==> src/rtl/uart_tx_fifo_if.sv <==
`timescale 1ns/1ps
// Push side of the UART transmit FIFO: controller writes bytes, FIFO reports back-pressure.
interface uart_tx_fifo_if;
  logic       write;
  logic [7:0] data_in;
  logic       full;
  logic       empty;

  modport master (output write, data_in, input  full, empty);
  modport slave  (input  write, data_in, output full, empty);
endinterface

==> src/rtl/uart_tx_fifo.sv <==
`timescale 1ns/1ps
// Byte FIFO feeding an 8N1 UART serializer; one frame per entry, LSB first, frames
// chained back-to-back while entries remain.
module uart_tx_fifo #(
  parameter int CLOCK_FEQ  = 25000000,
  parameter int BIT_RATE   = 115200,
  parameter int FIFO_DEPTH = 16
) (
  input  logic          clk,
  input  logic          reset,
  uart_tx_fifo_if.slave bus,
  output logic          busy,
  output logic          tx
);
  localparam int CLKS_PER_BIT = CLOCK_FEQ / BIT_RATE;
  localparam int AW  = $clog2(FIFO_DEPTH);
  localparam int BCW = (CLKS_PER_BIT < 2) ? 1 : $clog2(CLKS_PER_BIT);

  generate
    if (CLKS_PER_BIT < 2) begin : g_bad_rate
      $error("uart_tx_fifo: CLOCK_FEQ/BIT_RATE must be at least 2");
    end
    if (FIFO_DEPTH < 2 || (FIFO_DEPTH & (FIFO_DEPTH - 1)) != 0) begin : g_bad_depth
      $error("uart_tx_fifo: FIFO_DEPTH must be a power of 2 and >= 2");
    end
  endgenerate

  typedef enum logic [1:0] {IDLE, START, DATA, STOP} state_t;

  logic [7:0]     mem [FIFO_DEPTH];
  logic [AW:0]    wr_ptr, rd_ptr, count, count_next;
  logic           full_q, empty_q, push, pop;
  logic [7:0]     head;

  state_t         state, state_n;
  logic [BCW-1:0] baud, baud_n;
  logic [2:0]     bit_idx, bit_n;
  logic [7:0]     shift, shift_n;
  logic           tx_n, busy_n, bit_end;

  assign bus.full  = full_q;
  assign bus.empty = empty_q;
  assign push      = bus.write & ~full_q;
  assign head      = mem[rd_ptr[AW-1:0]];
  assign bit_end   = (baud == BCW'(CLKS_PER_BIT - 1));

  always_comb begin
    count_next = count;
    unique case ({push, pop})
      2'b10:   count_next = count + 1'b1;
      2'b01:   count_next = count - 1'b1;
      default: ;
    endcase
  end

  always_ff @(posedge clk) begin
    if (push) mem[wr_ptr[AW-1:0]] <= bus.data_in;
  end

  // full tracks the next count so a push can never overrun; empty trails count by one
  // clk, so a fresh entry reaches the serializer on the second edge after its write.
  always_ff @(posedge clk or negedge reset) begin
    if (!reset) begin
      wr_ptr  <= '0;
      rd_ptr  <= '0;
      count   <= '0;
      full_q  <= 1'b0;
      empty_q <= 1'b1;
    end else begin
      if (push) wr_ptr <= wr_ptr + 1'b1;
      if (pop)  rd_ptr <= rd_ptr + 1'b1;
      count   <= count_next;
      full_q  <= (count_next == (AW+1)'(FIFO_DEPTH));
      empty_q <= (count == '0);
    end
  end

  always_ff @(posedge clk or negedge reset) begin
    if (!reset) begin
      state   <= IDLE;
      baud    <= '0;
      bit_idx <= '0;
      shift   <= '0;
      tx      <= 1'b1;
      busy    <= 1'b0;
    end else begin
      state   <= state_n;
      baud    <= baud_n;
      bit_idx <= bit_n;
      shift   <= shift_n;
      tx      <= tx_n;
      busy    <= busy_n;
    end
  end

  always_comb begin
    state_n = state;
    baud_n  = baud;
    bit_n   = bit_idx;
    shift_n = shift;
    tx_n    = tx;
    busy_n  = busy;
    pop     = 1'b0;
    unique case (state)
      IDLE: begin
        if (!empty_q) begin
          pop     = 1'b1;
          shift_n = head;
          baud_n  = '0;
          tx_n    = 1'b0;
          busy_n  = 1'b1;
          state_n = START;
        end
      end
      START: begin
        if (bit_end) begin
          baud_n  = '0;
          bit_n   = '0;
          tx_n    = shift[0];
          state_n = DATA;
        end else baud_n = baud + 1'b1;
      end
      DATA: begin
        if (bit_end) begin
          baud_n = '0;
          if (bit_idx == 3'd7) begin
            tx_n    = 1'b1;
            state_n = STOP;
          end else begin
            // tx is registered, so the next bit is taken from shift[1] before the shift lands
            bit_n   = bit_idx + 3'd1;
            shift_n = {1'b0, shift[7:1]};
            tx_n    = shift[1];
          end
        end else baud_n = baud + 1'b1;
      end
      STOP: begin
        if (bit_end) begin
          baud_n = '0;
          if (!empty_q) begin
            pop     = 1'b1;
            shift_n = head;
            tx_n    = 1'b0;
            state_n = START;
          end else begin
            busy_n  = 1'b0;
            state_n = IDLE;
          end
        end else baud_n = baud + 1'b1;
      end
      default: state_n = IDLE;
    endcase
  end
endmodule

==> src/flat_wrapper.sv <==
// flat-port wrapper written by rule: the top's interface ports become plain ports
module uart_tx_fifo_flat 
#(
  parameter int CLOCK_FEQ  = 25000000,
  parameter int BIT_RATE   = 115200,
  parameter int FIFO_DEPTH = 16
)
  (clk, reset, busy, tx, bus_write, bus_data_in, bus_full, bus_empty);
  uart_tx_fifo_if bus_i ();
  input  logic clk;
  input  logic reset;
  output logic busy;
  output logic tx;
  input wire logic [$bits(bus_i.write)-1:0] bus_write;
  input wire logic [$bits(bus_i.data_in)-1:0] bus_data_in;
  output wire logic [$bits(bus_i.full)-1:0] bus_full;
  output wire logic [$bits(bus_i.empty)-1:0] bus_empty;
  assign bus_i.write = bus_write;
  assign bus_i.data_in = bus_data_in;
  assign bus_full = bus_i.full;
  assign bus_empty = bus_i.empty;
  uart_tx_fifo #(.CLOCK_FEQ(CLOCK_FEQ), .BIT_RATE(BIT_RATE), .FIFO_DEPTH(FIFO_DEPTH)) u_core (.clk(clk), .reset(reset), .bus(bus_i), .busy(busy), .tx(tx));
endmodule
==> config.mk <==
export PLATFORM = sky130hd
export DESIGN_NAME = uart_tx_fifo_flat
export DESIGN_NICKNAME = d
export VERILOG_FILES = /design/src/rtl/uart_tx_fifo_if.sv /design/src/rtl/uart_tx_fifo.sv /design/src/flat_wrapper.sv
export SDC_FILE = /design/constraint.sdc
export NUM_CORES = 1
export LEC_CHECK = 0
export ABC_CLOCK_PERIOD_IN_PS = 4300
export BUFFER_PORTS_ARGS = -buffer_cell sky130_fd_sc_hd__buf_2
export CORE_MARGIN = 3
export CORE_UTILIZATION = 45
export CTS_CLUSTER_SIZE = 8
export DETAILED_ROUTE_END_ITERATION = 16
export HOLD_SLACK_MARGIN = 0.15
export PLACE_DENSITY = 0.64
export RECOVER_POWER = 50
export SLEW_MARGIN = 25
export SYNTH_ARGS = -nofsm -noshare
export SYNTH_HDL_FRONTEND = slang
export SYNTH_SLANG_ARGS = --single-unit
==> constraint.sdc <==
create_clock -name clk -period 4.3 [get_ports clk]
set_input_delay 0 -clock clk [delete_from_list [all_inputs] [get_ports clk]]
set_output_delay 0 -clock clk [all_outputs]
set_load 0.1 [all_outputs]
==> results of run 1 <==
## cells in the final DEF, fill, tap and decap left out, drive strengths merged, types with 9 or more instances in the layout
cell / netlist / final
dlygate4sd3: 0 / 10
ha: 16 / 16
mux2: 13 / 13
dfrtp: 36 / 36
inv: 15 / 20
buf: 11 / 9
a22o: 9 / 9
mux2i: 25 / 25
o21ai: 29 / 29
nand2: 19 / 19
mux4: 16 / 16
nor2: 13 / 13
and2: 20 / 20
edfxtp: 128 / 128
a21oi: 21 / 21
clkbuf: 10 / 27
## how the worst max path moves through the flow
stage | startpoint | end | slack (ps)
final | u_core.state[0]$_DFFE_PN0P_ | u_core.bus.full$_DFF_PN0_ | 930
after global routing | u_core.state[0]$_DFFE_PN0P_ | u_core.bus.full$_DFF_PN0_ | 660
after CTS | u_core.state[0]$_DFFE_PN0P_ | u_core.bus.full$_DFF_PN0_ | 940
after detailed placement | u_core.state[0]$_DFFE_PN0P_ | u_core.bus.full$_DFF_PN0_ | 970
after global placement | u_core.state[0]$_DFFE_PN0P_ | u_core.bus.full$_DFF_PN0_ | 1130
after floorplan | u_core.bus.full$_DFF_PN0_ | u_core.bus.full$_DFF_PN0_ | 980
## metrics by stage
step / instances / hold slack, ps / utilization [%] / power [mW]
floorplan: 466 / -296 / - / 2.30
global placement: 674 / 145 / 48.3 / 2.42
detailed placement: 674 / 163 / 48.3 / 2.44
CTS: 716 / 252 / 52.7 / 3.92
global route: 716 / 455 / 52.6 / 4.06
finish: 716 / 436 / 52.6 / 3.90
## cell type report
type | instances | area, um^2
clock inverter | 14 | 149
multi-input combinational | 264 | 2210
fill | 1230 | 7280
inverter | 15 | 56.3
clock buffer | 18 | 429
tap | 211 | 264
sequential | 166 | 4800
timing repair buffer | 28 | 189
## critical path, delay by kind of cell, from the launching register on
family	cells	cell delay, ps
simple gates	3	1110
compound gates	4	930
fa+ha+maj	2	610
flops	1	410
buf+inv	1	110
xor+xnor	1	100
## state kept, by name, indices dropped and copies added, names as in the netlist
register / count
u_core.mem: 128
u_core.baud: 8
u_core.shift: 8
u_core.count: 5
u_core.rd_ptr: 4
u_core.wr_ptr: 4
u_core.bit_idx: 3
u_core.state: 2
u_core.bus.empty: 1
u_core.bus.full: 1
u_core.busy: 1
u_core.tx: 1
## logic make-up (layout without fill, tap and decap cells)
logic type	count (synthesis)	count (layout)	share of synthesized area (%)
compound gates	97	97	9.21
xor+xnor	13	13	1.59
fa+ha+maj	16	16	2.80
simple gates	84	84	6.69
mux	54	54	10.6
buf+inv	36	75	2.13
flops	166	166	67.0
## layer usage
metal / routed length, um / vias to the layer above / share of wire [%]
met2: 6660 / 68 / 49
li1: - / 1855 / -
met5: 0 / - / 0
met1: 6310 / 1999 / 46
met4: 204 / 0 / 1.5
met3: 515 / 17 / 3.8
## power breakdown
part | internal (mW) | switching (mW)
sequential | 1.91 | 0.0873
clock | 0.860 | 0.627
combinational | 0.153 | 0.263
==> metrics, run 1 <==
Slew HR -33.4%; area leader, netlist edfxtp_1; Clock transition at path regs 70 ps; final instance area 8090 um^2; met1 usage 23.8%; reg-to-reg slack, setup 930 ps; Hold WC Path Type flop to flop; post-route minimum period 3370 ps; final net count 519; Distinct cells, synth 53; GP Congestion 0.832; fin crit share 78.3%; GR Layer Usage met3 3.66%; Pre-antenna DRT Iters 4; Post-CTS Resized 0; Yosys Warn Count 0; Root Driver clkbuf_16; worst skew pair latency 430 ps; number of global-route vias before repair 3946; Leak 3.01 nW; area of the die 17500 um^2; global-route wire length before repair 22300 um; Startpoint Class flop; RR Endpoint u_core.bus.full$_DFF_PN0_; clk buf depth 2; WP data required 4620 ps; cell area power density 481 nW/um^2; number of remaining DRC errors 0; WL final 13700 um; Detail Route Antenna Nets 0; Seq/Total Area, Yosys 67.0%; fraction of final layout cells sized beyond drive strength 1 15.6%; Post-synth ARST share 22.9%; H-Tree Depth 4; n_diodes 0; GRT Util Overall 16.8%; CP peak stage delay 510 ps; crit path cell chain inv_1 > ha_1 > or3_1 > nor2_2 > xor2_1 > ha_1 > a21oi_1 > o22ai_1 > a32o_1 > or3b_4 > a2111oi_2; Sum Neg Setup Slack 0 ps; num rows 45; post-route clock skew 8.58 ps; core region area 15400 um^2; total vias in the final route 3939; max-slew violations 39; Die W 132 um; area grow syn2layout 13.0%; Post-CTS Setup Bufs 0; top cells by area, synth edfxtp_1 (54%), dfrtp_1 (13%), mux4_2 (5.0%); most frequent cell after synthesis edfxtp_1; Num CTS Buffers 17; fin worst setup slack 932 ps; CTS tree yes; Hold Vio Cnt, Final 0; Post-Syn Area per Cell 15.4 um^2; Port-buffer cells 14; Post-Place Setup Slack 973 ps; Commonest cells post-synth edfxtp_1 (128), dfrtp_1 (36), o21ai_0 (29), mux2i_1 (25), a21oi_1 (21); RSZ-0062 raised after global routing false; CP Max Fanout 9; worst hold path depth 1; synthesized area 7160 um^2; initial antenna violation count 0; DP Wirelength 8940 um; fmax 0.297 GHz; Synth top area share 53.7%; Synth Flop Type edfxtp_1; CP dominant cell by count ha_1; maximum VDD drop 0.315 mV; Starting Density 46.6%; GR peak layer met2; clk sink count 166; Synthesized Nets 493; endpoints failing setup 0; status complete, but fails checks; Ports 15; Synth Instances 466; hold endpoint u_core.bus.empty$_DFF_PN1_; Worst Max-Slew Pin Slew 2000 ps; met2 Usage GRT 26.2%; gr ovfl total 0; HP Start u_core.count[4]$_DFF_PN0_; Post-DP Area 7430 um^2; routed len/inst 19.1 um; Die H 132 um; FF-to-FF path depth 11; DR iter-0 viols 184; Vias/cell 5.50; Worst Path Arrival 3690 ps; largest net degree at the start of global routing 39; RR Startpoint u_core.state[0]$_DFFE_PN0P_; Synth Register Bits 166; failing checks capacitance limit, slew limit; Max Cap Viol 1; CP endpoint kind flop; Hold Buf Count CTS 10; Critical-path top delay cell or3_1; Post-synth EDFFs 128; WS Path Type flop to flop
Note: power is estimated with default switching activity, not from simulation.
==> run 2: changes to the inputs <==
- ABC_CLOCK_PERIOD_IN_PS: 4300 -> 3200
- clock period: 4.3 -> 3.2 ns (I/O delays scaled with it)
==> metrics, run 2 (synthesis gave the netlist of run 1 again) <==
Slew HR -37.8%; fraction of final layout cells sized beyond drive strength 1 17.1%; Crit path buffers/inverters 1; final net count 529; Die H 132 um; post-route minimum period 3010 ps; Largest register FFs 128; routed len/inst 19.3 um; global-route wire length before repair 22300 um; clk sink count 166; Critical-path top delay cell or3_4; GRT Util Overall 16.8%; Ports 15; n_diodes 0; Worst Path Arrival 3320 ps; Root Driver clkbuf_16; Pre-antenna DRT Iters 4; failing checks capacitance limit, slew limit; worst skew pair latency 420 ps; status complete, but fails checks; fin worst setup slack 187 ps; fmax 0.332 GHz; GR Layer Usage met3 4.27%; post-route clock skew 11.4 ps; CP dominant cell by count ha_1; CP peak stage delay 440 ps; endpoints failing setup 0; Startpoint Class flop; area grow syn2layout 14.6%; WP data required 3510 ps; multi-input logic area 2220 um^2; Starting Density 46.6%; met1 usage 22.8%; Clock transition at path regs 60 ps; cell area power density 644 nW/um^2; Num CTS Buffers 17; fin crit share 94.1%; total vias in the final route 3973; number of remaining DRC errors 0; WL final 14000 um; maximum VDD drop 0.399 mV; initial antenna violation count 0; area of the die 17500 um^2; core region area 15400 um^2; RSZ-0062 raised after global routing false; Hold Vio Cnt, Final 0; WS Path Type flop to flop; Die W 132 um; H-Tree Depth 4; CTS tree yes; cell family with most CP delay simple AND/OR/NAND/NOR gates; commonest non-fill, non-tap cell in the layout edfxtp_1; Leak 3.06 nW; number of global-route vias before repair 4086; clk buf depth 2; GP Congestion 0.878; DR iter-0 viols 195; Vias/cell 5.48; Post-Place Setup Slack -53.4 ps; Sum Neg Setup Slack 0 ps; GR peak layer met2; CP endpoint kind flop; max-slew violations 39; Hold WC Path Type flop to flop; CP Max Fanout 6; Worst Max-Slew Pin Slew 2070 ps; Detail Route Antenna Nets 0; Port-buffer cells 14; Max Cap Viol 1; met2 Usage GRT 26.1%; most frequent cells in the layout edfxtp_1 (128), dfrtp_1 (34), o21ai_0 (29); DP Wirelength 9190 um; register area 4800 um^2; crit path cell chain inv_1 > ha_1 > or3_4 > nor2_4 > xor2_1 > ha_1 > a21oi_4 > o22ai_1 > a32o_1 > or3b_4 > a2111oi_2; largest net degree at the start of global routing 39; num rows 45; gr ovfl total 0; Layout fillers 1222
run 2: report_power, final:
part	switching, mW	internal (mW)	leakage, nW
combinational	0.363	0.211	1.17
sequential	0.117	2.56	1.62
clock	0.809	1.22	0.279
run 2: stage by stage:
stage	total power, mW	util, %	cells	cell area [um^2]	hold WS, ps
2_1_floorplan	3.09	-	466	7160	-296
3_3_place_gp	3.26	48.7	679	7480	150
3_5_place_dp	3.28	48.7	679	7480	158
4_1_cts	5.32	53.1	720	8170	260
5_1_grt	5.49	53.4	725	8210	437
6_report	5.28	53.4	725	8210	412
run 2: layout make-up:
| class | count | share of cell area [%] |
|---|---|---|
| Timing Repair Buffer | 38 | 3.37 |
| Tap cell | 211 | 3.22 |
| Multi-Input combinational cell | 264 | 27.1 |
| Clock inverter | 12 | 1.86 |
| Clock buffer | 19 | 5.28 |
| Inverter | 15 | 0.686 |
| Sequential cell | 166 | 58.5 |
run 2: worst reg2reg max path: cells and delay by family (launching register included):
family,cells,cell delay [ps]
compound gates,4,800
xor+xnor,1,90
flops,1,400
fa+ha+maj,2,540
buf+inv,1,100
simple gates,3,970
run 2: final timing paths:
kind,from,end,slack [ps],cells after the start
worst max-delay path,u_core.state[0]$_DFFE_PN0P_,u_core.bus.full$_DFF_PN0_,190,11
worst min-delay path,u_core.count[4]$_DFF_PN0_,u_core.bus.empty$_DFF_PN1_,410,1
worst max register to register,u_core.state[0]$_DFFE_PN0P_,u_core.bus.full$_DFF_PN0_,190,11
worst min register to register,u_core.count[4]$_DFF_PN0_,u_core.bus.empty$_DFF_PN1_,410,1
max in group asynchronous,reset,u_core.bus.full$_DFF_PN0_,1140,2
min in group asynchronous,reset,u_core.baud[2]$_DFFE_PN0N_,710,2
run 2: per-layer routing:
| layer | wire length (um) | vias up |
|---|---|---|
| met2 | 6630 | 98 |
| met5 | 0 | - |
| met4 | 348 | 0 |
| met3 | 578 | 21 |
| met1 | 6420 | 1988 |
| li1 | - | 1866 |
run 2: what timing repair did:
item                                    in CTS  in global routing
gates resized for setup                      1                  3
endpoints found under the setup margin       1                  1
endpoints found under the hold margin      168                  0
buffers inserted                             0                  5
pin swaps                                    0                  1
hold buffers                                10                  0
